==> src/rtl/sample_hex_streamer.sv <==
// sample_hex_streamer
//   Buffers ADC samples in a small FIFO and streams each one as an
//   uppercase ASCII hex text line (ND digits, CR, LF) over a registered,
//   back-pressured byte stream toward a UART transmitter.
//
//   Optional build macro: SAMPLE_HEX_STREAMER_SEQ_EN
//     When defined, every line is prefixed by a 4-digit hex sequence number
//     and a space; the 16-bit sequence counter advances per completed line.
//
// Ports
//   clk, rst_n         clock, asynchronous active-low reset
//   in_data, in_valid  sample and its one-cycle strobe (no backpressure)
//   en                 streaming enable (sampled only between lines)
//   tdata, tvalid      ASCII byte stream out (held until handshake)
//   tready             downstream accepts the byte
//   overflow           sticky: a sample was dropped on a full FIFO
//   drop_count         saturating count of dropped samples
//   fifo_level         current FIFO occupancy
module sample_hex_streamer #(
   parameter int SAMPLE_BITLEN = 24,
   parameter int FIFO_DEPTH    = 16
) (
   input  logic                        clk,
   input  logic                        rst_n,
   input  logic [SAMPLE_BITLEN-1:0]    in_data,
   input  logic                        in_valid,
   input  logic                        en,
   output logic [7:0]                  tdata,
   output logic                        tvalid,
   input  logic                        tready,
   output logic                        overflow,
   output logic [15:0]                 drop_count,
   output logic [$clog2(FIFO_DEPTH):0] fifo_level
);

   localparam int ND = (SAMPLE_BITLEN + 3) / 4;  // hex digits per line
   localparam int LW = 4 * ND;                   // zero-extended line width
   localparam int PW = $clog2(FIFO_DEPTH);
   localparam int IW = 4;                        // holds up to ND-1 (<=7) and 4

`ifdef SAMPLE_HEX_STREAMER_SEQ_EN
   typedef enum logic [2:0] {S_IDLE, S_SEQ, S_DIGIT, S_CR, S_LF} state_t;
   localparam state_t S_FIRST = S_SEQ;
`else
   typedef enum logic [1:0] {S_IDLE, S_DIGIT, S_CR, S_LF} state_t;
   localparam state_t S_FIRST = S_DIGIT;
`endif

   function automatic logic [7:0] hex_ascii(input logic [3:0] n);
      return (n < 4'd10) ? (8'h30 + {4'h0, n}) : (8'h37 + {4'h0, n});
   endfunction

   // ---------------------------------------------------------------- FIFO
   logic [SAMPLE_BITLEN-1:0] mem [FIFO_DEPTH];
   logic [PW:0]              wptr, rptr;
   logic                     empty, full, push, pop;

   assign empty      = (wptr == rptr);
   assign full       = (wptr[PW] != rptr[PW]) && (wptr[PW-1:0] == rptr[PW-1:0]);
   // A pop in the same cycle frees the slot, so a full FIFO still accepts.
   assign push       = in_valid && (!full || pop);
   assign fifo_level = wptr - rptr;

   always_ff @(posedge clk) begin
      if (push) mem[wptr[PW-1:0]] <= in_data;
   end

   always_ff @(posedge clk or negedge rst_n) begin
      if (!rst_n) begin
         wptr       <= '0;
         rptr       <= '0;
         overflow   <= 1'b0;
         drop_count <= 16'h0000;
      end else begin
         if (push) wptr <= wptr + 1'b1;
         if (pop)  rptr <= rptr + 1'b1;
         if (in_valid && !push) begin
            overflow <= 1'b1;
            if (drop_count != 16'hFFFF) drop_count <= drop_count + 16'h0001;
         end
      end
   end

   // ----------------------------------------------------------------- FSM
   state_t          state, state_n;
   logic [IW-1:0]   idx, idx_n;
   logic [LW-1:0]   line, line_n;     // MSB nibble is always the next digit
   logic            hs, start, line_done;
   logic [7:0]      tdata_n;
   logic            tvalid_n;

   assign hs = tvalid & tready;

`ifdef SAMPLE_HEX_STREAMER_SEQ_EN
   logic [15:0] seq_cnt, seq_n;
   assign seq_n = line_done ? seq_cnt + 16'h0001 : seq_cnt;

   always_ff @(posedge clk or negedge rst_n) begin
      if (!rst_n) seq_cnt <= 16'h0000;
      else        seq_cnt <= seq_n;
   end
`endif

   always_comb begin
      state_n   = state;
      idx_n     = idx;
      line_n    = line;
      start     = 1'b0;
      line_done = 1'b0;
      case (state)
         S_IDLE:  start = en && !empty;
`ifdef SAMPLE_HEX_STREAMER_SEQ_EN
         S_SEQ: if (hs) begin
            // idx 0..3 are the counter digits, idx 4 is the space
            if (idx == IW'(4)) begin
               state_n = S_DIGIT;
               idx_n   = '0;
            end else begin
               idx_n = idx + 1'b1;
            end
         end
`endif
         S_DIGIT: if (hs) begin
            line_n = line << 4;
            if (idx == IW'(ND - 1)) state_n = S_CR;
            else                    idx_n   = idx + 1'b1;
         end
         S_CR:    if (hs) state_n = S_LF;
         S_LF:    if (hs) begin
            line_done = 1'b1;
            // chain straight into the next line to avoid a bubble
            if (en && !empty) start   = 1'b1;
            else              state_n = S_IDLE;
         end
         default: state_n = S_IDLE;
      endcase
      if (start) begin
         line_n  = LW'(mem[rptr[PW-1:0]]);
         idx_n   = '0;
         state_n = S_FIRST;
      end
   end

   assign pop = start;

   // Output byte is computed from the next state so tdata/tvalid can be
   // registered; without a handshake the inputs here are unchanged, which
   // keeps the byte stable while stalled.
   always_comb begin
      tdata_n  = 8'h00;
      tvalid_n = (state_n != S_IDLE);
      case (state_n)
`ifdef SAMPLE_HEX_STREAMER_SEQ_EN
         S_SEQ: begin
            case (idx_n[2:0])
               3'd0:    tdata_n = hex_ascii(seq_n[15:12]);
               3'd1:    tdata_n = hex_ascii(seq_n[11:8]);
               3'd2:    tdata_n = hex_ascii(seq_n[7:4]);
               3'd3:    tdata_n = hex_ascii(seq_n[3:0]);
               default: tdata_n = 8'h20;
            endcase
         end
`endif
         S_DIGIT: tdata_n = hex_ascii(line_n[LW-1 -: 4]);
         S_CR:    tdata_n = 8'h0D;
         S_LF:    tdata_n = 8'h0A;
         default: tdata_n = 8'h00;
      endcase
   end

   always_ff @(posedge clk or negedge rst_n) begin
      if (!rst_n) begin
         state  <= S_IDLE;
         idx    <= '0;
         line   <= '0;
         tdata  <= 8'h00;
         tvalid <= 1'b0;
      end else begin
         state  <= state_n;
         idx    <= idx_n;
         line   <= line_n;
         tdata  <= tdata_n;
         tvalid <= tvalid_n;
      end
   end

endmodule

==> config.mk <==
export PLATFORM = sky130hd
export DESIGN_NAME = sample_hex_streamer
export DESIGN_NICKNAME = d
export VERILOG_FILES = /design/src/rtl/sample_hex_streamer.sv
export SDC_FILE = /design/constraint.sdc
export NUM_CORES = 1
export LEC_CHECK = 0
export CAP_MARGIN = 20
export CORE_MARGIN = 2
export CORE_UTILIZATION = 59
export CTS_BUF_LIST = sky130_fd_sc_hd__clkbuf_16
export DETAILED_ROUTE_END_ITERATION = 6
export GPL_ROUTABILITY_DRIVEN = 0
export PLACE_DENSITY = 0.87
export SYNTH_ARGS = -nofsm -noshare
export SYNTH_HDL_FRONTEND = slang
export SYNTH_SLANG_ARGS = --single-unit
==> constraint.sdc <==
create_clock -name clk -period 11 [get_ports clk]
set_input_delay 2.2 -clock clk [delete_from_list [all_inputs] [get_ports clk]]
set_output_delay 2.2 -clock clk [all_outputs]
set_load 0.02 [all_outputs]
==> results of run 1 <==
## cells by family (layout without fill, tap and decap cells)
logic type / count (synthesis) / in the layout / share of synthesized area
multiplexers: 143 / 143 / 0.161
XOR/XNOR: 31 / 31 / 0.0150
AND/OR/NAND/NOR: 133 / 133 / 0.0360
buffers and inverters: 62 / 179 / 0.0197
adder cells (fa/ha/maj): 19 / 19 / 0.0136
other: 1 / 1 / 0.000208
flip-flops: 449 / 449 / 0.729
AO/OA/AOI/OAI: 65 / 65 / 0.0250
## power groups by stage
stage | combinational, mW | sequential, mW | clock [mW]
global placement | 1.55 | 2.28 | 0
detailed placement | 1.60 | 2.30 | 0
global route | 1.73 | 2.29 | 1.56
CTS | 1.62 | 2.27 | 1.50
finish | 1.63 | 2.27 | 1.49
floorplan | 1.20 | 2.20 | 0
## registers in the layout, indices dropped and copies added (netlist names)
register and count:
tvalid 1, tdata 7, mem 384, line 24, rptr 5, drop_count 16, idx 4, overflow 1
state 2, wptr 5
## worst paths after layout
kind / cells past startpoint / from / to
worst max-delay path: 7 / rptr[0]$_DFFE_PN0N_ / fifo_level[4]
min in group asynchronous: 2 / rst_n / drop_count[4]$_DFFE_PN0P_
worst max register to register: 9 / rptr[2]$_DFFE_PN0N_ / mem[11][20]$_DFFE_PP_
worst min register to register: 1 / drop_count[6]$_DFFE_PN0P_ / drop_count[6]$_DFFE_PN0P_
max in group asynchronous: 2 / rst_n / rptr[1]$_DFFE_PN0N_
worst min-delay path: 1 / drop_count[6]$_DFFE_PN0P_ / drop_count[6]$_DFFE_PN0P_
## metal layers
layer,global-route usage,vias up,wire [um]
li1,-,3822,-
met1,0.348,4718,15200
met2,0.407,539,19500
met3,0.0503,98,3470
met4,0.0938,0,1230
met5,0,-,0
## metrics by stage
step	util	hold slack, ps	cells	total power [mW]
after CTS	0.675	501	1414	5.38
after floorplan	-	466	903	3.40
after global routing	0.676	518	1416	5.59
after global placement	0.628	451	1336	3.83
final	0.676	499	1416	5.39
after detailed placement	0.628	494	1336	3.89
## area by class of cell
cell class,count,area (um^2)
Clock buffer,43,1080
Inverter,21,78.8
Clock inverter,35,340
Sequential cell,449,13200
Multi-Input combinational cell,392,4590
Timing Repair Buffer,80,761
Tap cell,396,495
Fill cell,1818,9840
## cells in the mapped netlist (3+ instances only)
| cell type | count | area share |
|---|---|---|
| buf_2 | 9 | 0.0025 |
| nand4_1 | 8 | 0.0028 |
| a21o_1 | 3 | 0.0012 |
| clkbuf_1 | 13 | 0.0027 |
| nor3_1 | 5 | 0.0014 |
| mux4_2 | 87 | 0.11 |
| o21ai_0 | 5 | 0.0014 |
| buf_12 | 3 | 0.0033 |
| nor2_1 | 25 | 0.0052 |
| buf_1 | 7 | 0.0015 |
| xor2_1 | 11 | 0.0053 |
| o22ai_1 | 5 | 0.0017 |
| o21ai_1 | 16 | 0.0044 |
| edfxtp_1 | 384 | 0.64 |
| mux2_2 | 3 | 0.0019 |
| a21oi_1 | 8 | 0.0022 |
| nand3_1 | 19 | 0.0053 |
| mux4_1 | 24 | 0.035 |
| xnor2_1 | 20 | 0.0097 |
| nand3b_1 | 4 | 0.0017 |
| nand2_1 | 48 | 0.010 |
| a31oi_1 | 3 | 0.0010 |
| a31o_2 | 3 | 0.0015 |
| nor2b_1 | 5 | 0.0017 |
| inv_1 | 18 | 0.0037 |
| buf_6 | 6 | 0.0037 |
| nand2b_1 | 4 | 0.0014 |
| inv_2 | 3 | 0.00062 |
| mux2i_1 | 29 | 0.016 |
| and3_1 | 4 | 0.0014 |
| ha_1 | 18 | 0.012 |
| dfrtp_1 | 65 | 0.090 |
## worst max-delay path: stages, from the launching register on
cell and delay (ps):
dfrtp_4 980, ha_1 360, fa_1 230, inv_1 50, a21o_1 160, a21oi_1 220
xnor2_1 140, clkdlybuf4s50_1 610
==> results.sh, run 1 <==
export IMPL_status="finished, final reports clean"
export IMPL_diodes=0
export IMPL_power_density_nw_per_um2=263
export IMPL_placementRows=64
export IMPL_area_growth_pct=13.6
export IMPL_post_place_ws_ps=5480
export IMPL_pwr_share_seq=0.421
export IMPL_drive_above_1_share=0.207
export IMPL_dpl_hpwl_um=22600
export IMPL_ys_ff_latch=449
export IMPL_skew_ps=20.8
export IMPL_clock_sinks=449
export IMPL_rsz0062_at_grt="false"
export IMPL_fmax_mhz=181
export IMPL_period_minus_slack_ps=5530
export IMPL_synth_ff_type="edfxtp_1"
export IMPL_placed_area_um2=19100
export IMPL_r2r_slack_ps=6590
export IMPL_setup_worst_path_start_class="register"
export IMPL_cts_repair_resized=0
export IMPL_crit_required_ps=8800
export IMPL_grt_usage=0.253
export IMPL_clockPowerShare=0.276
export IMPL_route_vias_total=9177
export IMPL_cts_hold_buffers_added=0
export IMPL_clkTransAtPathRegs_ps=60
export IMPL_fin_crit_sh=0.502
export IMPL_final_cell_area_um2=20500
export IMPL_maxSlewViolCount=0
export IMPL_postSynthAreaPerCell_um2=20.0
export IMPL_worstSetupEndpointType="output port"
export IMPL_cts_setup_buffers=0
export IMPL_clockRootBuffer="clkbuf_16"
export IMPL_fin_tns_setup_ps=0
export IMPL_criticalPathCategory="register to output port"
export IMPL_setup_viol=0
export IMPL_async_reset_ff_frac=0.145
export IMPL_synth_nets=951
export IMPL_grt_start_max_net_pins=81
export IMPL_synth_edff_count=384
export IMPL_leakage_nw=6.95
export IMPL_drtIter0Drc=1127
export IMPL_layout_commonest_cell="edfxtp_1"
export IMPL_die_height_um=179
export IMPL_wl_per_cell_um=27.8
export IMPL_fp_dieArea_um2=32000
export IMPL_combPwrFrac=0.303
export IMPL_core_area_um2=30300
export IMPL_critPathMaxFanout=46
export IMPL_dr_pass1_iters=5
export IMPL_num_io_pins=60
export IMPL_cts_tree="yes"
export IMPL_netSwitchingPower_mw=1.71
export IMPL_hold_viol=0
export IMPL_drc=0
export IMPL_p_int_mw=3.69
export IMPL_worstMarginPinSlew_ps=1140
export IMPL_wirelength_um=39400
export IMPL_ys_warn_count=0
export IMPL_netlist_area_um2=18000
export IMPL_maxCapViolCount=0
export IMPL_power_switching_share=0.316
export IMPL_clockBufferDepth=3
export IMPL_fin_nets=1035
export IMPL_relSlewSlack=0.237
export IMPL_start_util=0.595
export IMPL_final_cell_mix="384 x edfxtp_1, 87 x mux4_2, 63 x dfrtp_1"
export IMPL_grt_pass1_wl_um=58200
export IMPL_ir_drop_mv=0.145
export IMPL_hp_class="register to register"
export IMPL_drtAntennaViolNets=0
export IMPL_die_w_um=179
export IMPL_portBuffers=58
export IMPL_ys_seq_area_frac=0.729
export IMPL_htree_levels=2
export IMPL_antenna_found_initial=0
export IMPL_cp_arrival_ps=3330
export IMPL_numCtsBuffers=43
export IMPL_synthCells=903
export IMPL_vias_per_cell=6.48
export IMPL_layout_setup_ws_ps=5470
export IMPL_gr_total_overflow=0
export IMPL_grt_pass1_vias=9272
export IMPL_clkLatencyLatePin_ps=560
export IMPL_synth_cell_types=63
(Power assumes the default switching activity.)
==> inputs of run 2 (changes only) <==
Clock period 11 ns to 5.5 ns, I/O delays scaled along.
==> results.sh, run 2 (synthesized netlist as in run 1, its figures left out) <==
export IMPL_status="finished, final reports clean"
export IMPL_skew_ps=12.1
export IMPL_ir_drop_mv=0.321
export IMPL_die_w_um=179
export IMPL_critPathTopFamily="buffers and inverters"
export IMPL_crit_chain="inv_1 > buf_4 > ha_1 > a21o_1 > a21oi_1 > xnor2_1 > clkdlybuf4s50_1"
export IMPL_layout_setup_ws_ps=1250
export IMPL_slowest_stage="clkdlybuf4s50_1"
export IMPL_dp_cells=1338
export IMPL_core_area_um2=30300
export IMPL_multi_input_area_um2=4590
export IMPL_drive_above_1_share=0.206
export IMPL_vias_per_cell=6.46
export IMPL_cp_arrival_ps=3150
export IMPL_portBuffers=58
export IMPL_num_io_pins=60
export IMPL_maxCapViolCount=0
export IMPL_fmax_mhz=236
export IMPL_final_cell_area_um2=20500
export IMPL_fin_tns_setup_ps=0
export IMPL_worstMarginPinSlew_ps=1040
export IMPL_hp_class="register to register"
export IMPL_largest_reg_flops=384
export IMPL_leakage_nw=6.97
export IMPL_clockRootBuffer="clkbuf_16"
export IMPL_cts_setup_buffers=0
export IMPL_layout_commonest_cell="edfxtp_1"
export IMPL_clock_sinks=449
export IMPL_final_cell_count_no_fill=1421
export IMPL_critPathMaxFanout=21
export IMPL_fin_nets=1036
export IMPL_drtAntennaViolNets=0
export IMPL_setup_viol=0
export IMPL_seqCellArea_um2=13200
export IMPL_grt_pass1_wl_um=59800
export IMPL_final_cell_mix="384 x edfxtp_1, 87 x mux4_2, 63 x dfrtp_1"
export IMPL_fp_dieArea_um2=32000
export IMPL_cts_repair_resized=0
export IMPL_antenna_found_initial=2
export IMPL_maxSlewViolCount=0
export IMPL_rsz0062_at_grt="false"
export IMPL_fill_cells=1833
export IMPL_crit_required_ps=4400
export IMPL_crit_buf_inv=3
export IMPL_clkTransAtPathRegs_ps=60
export IMPL_cts_hold_buffers_added=0
export IMPL_route_vias_total=9177
export IMPL_worstSetupEndpointType="output port"
export IMPL_hold_viol=0
export IMPL_dr_pass1_iters=5
export IMPL_clkLatencyLatePin_ps=560
export IMPL_clockBufferDepth=3
export IMPL_relSlewSlack=0.307
export IMPL_gr_total_overflow=0
export IMPL_max_stage_delay_ps=630
export IMPL_drtIter0Drc=1074
export IMPL_area_growth_pct=13.5
export IMPL_placementRows=64
export IMPL_grt_pass1_vias=9207
export IMPL_drc=0
export IMPL_grt_start_max_net_pins=103
export IMPL_power_mw=10.7
export IMPL_placed_area_um2=19100
export IMPL_cts_tree="yes"
export IMPL_wl_per_cell_um=28.1
export IMPL_post_place_ws_ps=1290
export IMPL_period_minus_slack_ps=4250
export IMPL_criticalPathCategory="register to output port"
export IMPL_die_height_um=179
export IMPL_start_util=0.595
export IMPL_setup_worst_path_start_class="register"
export IMPL_numCtsBuffers=44
export IMPL_fin_crit_sh=0.772
export IMPL_power_density_nw_per_um2=524
export IMPL_grt_usage=0.261
export IMPL_dpl_hpwl_um=23000
export IMPL_htree_levels=2
export IMPL_wirelength_um=40000
==> run 2: path summary, 6_finish.rpt <==
path | from | end | slack, ps | cells past startpoint
worst max-delay path | rptr[2]$_DFFE_PN0N_ | fifo_level[4] | 1250 | 7
max in group asynchronous | rst_n | rptr[0]$_DFFE_PN0N_ | 3940 | 2
worst max register to register | rptr[2]$_DFFE_PN0N_ | mem[13][17]$_DFFE_PP_ | 1570 | 9
worst min-delay path | overflow$_DFFE_PN0P_ | overflow$_DFFE_PN0P_ | 470 | 1
worst min register to register | overflow$_DFFE_PN0P_ | overflow$_DFFE_PN0P_ | 470 | 1
min in group asynchronous | rst_n | drop_count[6]$_DFFE_PN0P_ | 580 | 1
==> run 2: routing by layer <==
layer | GRT usage | share of wire
met5 | 0 | 0
met4 | 0.0688 | 0.023
met3 | 0.0623 | 0.10
met2 | 0.408 | 0.49
met1 | 0.376 | 0.39
==> run 2: cell type report <==
cell class,instances,share of cell area
clock buffers,45,0.0550
diodes,2,0.000244
clock inverters,36,0.0134
multi-input cells,392,0.224
repair buffers,80,0.0368
flip-flops and latches,449,0.642
inverters,21,0.00385
well taps,396,0.0242
==> run 2: through the flow <==
step	hold slack, ps	util
2_1_floorplan	466	-
6_report	473	0.675
4_1_cts	475	0.675
5_1_grt	493	0.675
3_5_place_dp	461	0.629
3_3_place_gp	450	0.629
==> run 2: power by group <==
group	switching [mW]	internal [mW]	total (mW)
sequential	0.329	4.17	4.50
clock	1.28	1.64	2.92
combinational	1.81	1.51	3.32
==> inputs of run 3 (changes only) <==
Settings changed: CORE_UTILIZATION 59 to 55, PLACE_DENSITY 0.87 to 0.86.
Clock period 5.5 ns to 3.79 ns, I/O delays scaled along.
==> results.sh, run 3 (synthesized netlist as in run 1, its figures left out) <==
export IMPL_maxSlewViolCount=0
export IMPL_criticalPathCategory="register to output port"
export IMPL_drc=0
export IMPL_ff2ff_path_depth=8
export IMPL_path_depth=8
export IMPL_route_vias_total=9130
export IMPL_hold_viol=0
export IMPL_wirelength_um=39600
export IMPL_p_int_mw=11.1
export IMPL_core_area_um2=32500
export IMPL_setup_worst_path_start_class="register"
export IMPL_cp_arrival_ps=2800
export IMPL_fin_util=0.642
export IMPL_setup_viol=0
export IMPL_cts_repair_resized=0
export IMPL_hp_class="input port to asynchronous set/reset pin"
export IMPL_cts_hold_buffers_added=0
export IMPL_die_w_um=185
export IMPL_power_density_nw_per_um2=772
export IMPL_placementRows=66
export IMPL_clock_sinks=449
export IMPL_clockPowerShare=0.289
export IMPL_worstSetupEndpointType="output port"
export IMPL_pwr_share_seq=0.394
export IMPL_area_growth_pct=15.5
export IMPL_slowest_stage="clkdlybuf4s50_1"
export IMPL_worstMarginPinSlew_ps=843
export IMPL_relSlewSlack=0.438
export IMPL_drtAntennaViolNets=0
export IMPL_final_cell_mix="384 x edfxtp_1, 87 x mux4_2, 63 x dfrtp_1"
export IMPL_critPathMaxFanout=4
export IMPL_wl_per_cell_um=26.8
export IMPL_clockRootBuffer="clkbuf_16"
export IMPL_fin_crit_sh=0.938
export IMPL_numCtsBuffers=44
export IMPL_clkLatencyLatePin_ps=560
export IMPL_fmax_mhz=281
export IMPL_layout_setup_ws_ps=236
export IMPL_layout_commonest_cell="edfxtp_1"
export IMPL_drive_above_1_share=0.219
export IMPL_die_height_um=185
export IMPL_dr_pass1_iters=5
export IMPL_crit_buf_inv=3
export IMPL_post_place_ws_ps=463
export IMPL_largest_reg_flops=384
export IMPL_grt_usage=0.243
export IMPL_power_switching_share=0.310
export IMPL_netSwitchingPower_mw=4.99
export IMPL_num_io_pins=60
export IMPL_skew_ps=16.0
export IMPL_max_stage_delay_ps=620
export IMPL_seqCellArea_um2=13200
export IMPL_ir_drop_mv=0.561
export IMPL_leakage_nw=7.09
export IMPL_critPathTopFamily="buffers and inverters"
export IMPL_fill_cells=2071
export IMPL_grt_pass1_wl_um=60100
export IMPL_status="finished, final reports clean"
export IMPL_combPwrFrac=0.317
export IMPL_fp_dieArea_um2=34300
export IMPL_period_minus_slack_ps=3550
export IMPL_cts_tree="yes"
export IMPL_grt_start_max_net_pins=103
export IMPL_cts_setup_buffers=0
export IMPL_vias_per_cell=6.18
export IMPL_fin_nets=1047
export IMPL_antenna_found_initial=0
export IMPL_maxCapViolCount=0
export IMPL_drtIter0Drc=1042
export IMPL_clockBufferDepth=3
export IMPL_clkTransAtPathRegs_ps=70
export IMPL_critPathMostFrequentCell="inv_1"
export IMPL_diodes=0
export IMPL_crit_chain="inv_1 > ha_1 > fa_1 > inv_1 > a21o_1 > a21oi_1 > xnor2_1 > clkdlybuf4s50_1"
export IMPL_rsz0062_at_grt="false"
export IMPL_gr_total_overflow=0
export IMPL_multi_input_area_um2=4620
export IMPL_start_util=0.556
export IMPL_dpl_hpwl_um=22600
export IMPL_grt_pass1_vias=9463
export IMPL_portBuffers=58
export IMPL_fin_tns_setup_ps=0
export IMPL_htree_levels=2
export IMPL_crit_required_ps=3030
run 3: cell types whose count changed in the layout (fill, tap and decap cells not counted), sizes merged:
cell,before,now
buf,23,34
bufinv,3,9
clkinv,19,18
clkinvlp,2,4
diode,2,0
inv,33,27
run 3: metal layers:
layer  wire (um)  part of all wire  track usage
met5           0                 0            0
met4        1400             0.035       0.0933
met3        3050             0.077       0.0378
met2       19900              0.50        0.399
met1       15300              0.39        0.335
run 3: cell type report:
class | count | area share
Sequential cell | 449 | 0.632
Multi-Input combinational cell | 392 | 0.222
Clock buffer | 45 | 0.0540
Timing Repair Buffer | 91 | 0.0413
Tap cell | 442 | 0.0265
Clock inverter | 37 | 0.0210
Inverter | 21 | 0.00378
run 3: final timing paths:
kind | startpoint | slack [ps] | to
hold reg to reg | overflow$_DFFE_PN0P_ | 470 | overflow$_DFFE_PN0P_
hold / removal | rst_n | 240 | drop_count[14]$_DFFE_PN0P_
setup / recovery | wptr[0]$_DFFE_PN0P_ | 240 | fifo_level[4]
setup reg to reg | rptr[0]$_DFFE_PN0N_ | 810 | tdata[0]$_DFF_PN0_
max in group asynchronous | rst_n | 2610 | rptr[0]$_DFFE_PN0N_
min in group clk | overflow$_DFFE_PN0P_ | 470 | overflow$_DFFE_PN0P_
run 3: worst register-to-register path, delay by kind of cell, from the launching register on:
kind,cells,cell delay [ps]
and+or+nand+nor,2,400
buffers and inverters,2,590
muxes,2,1070
AOI/OAI and AO/OA,2,350
DFF,1,430
run 3: power by group through the flow:
stage	sequential [mW]	clock [mW]	combinational, mW
after floorplan	6.38	0	3.49
after global placement	6.37	0	4.91
after detailed placement	6.42	0	5.05
after CTS	6.34	4.71	5.12
after global routing	6.39	4.90	5.43
final	6.34	4.65	5.09
run 3: stage by stage:
step,cell area [um^2],power [mW],instances,hold slack (ps)
4_1_cts,20800,16.2,1477,258
3_3_place_gp,19300,11.3,1395,455
2_1_floorplan,18100,9.87,903,462
3_5_place_dp,19300,11.5,1395,459
6_report,20800,16.1,1477,241
5_1_grt,20800,16.7,1477,305
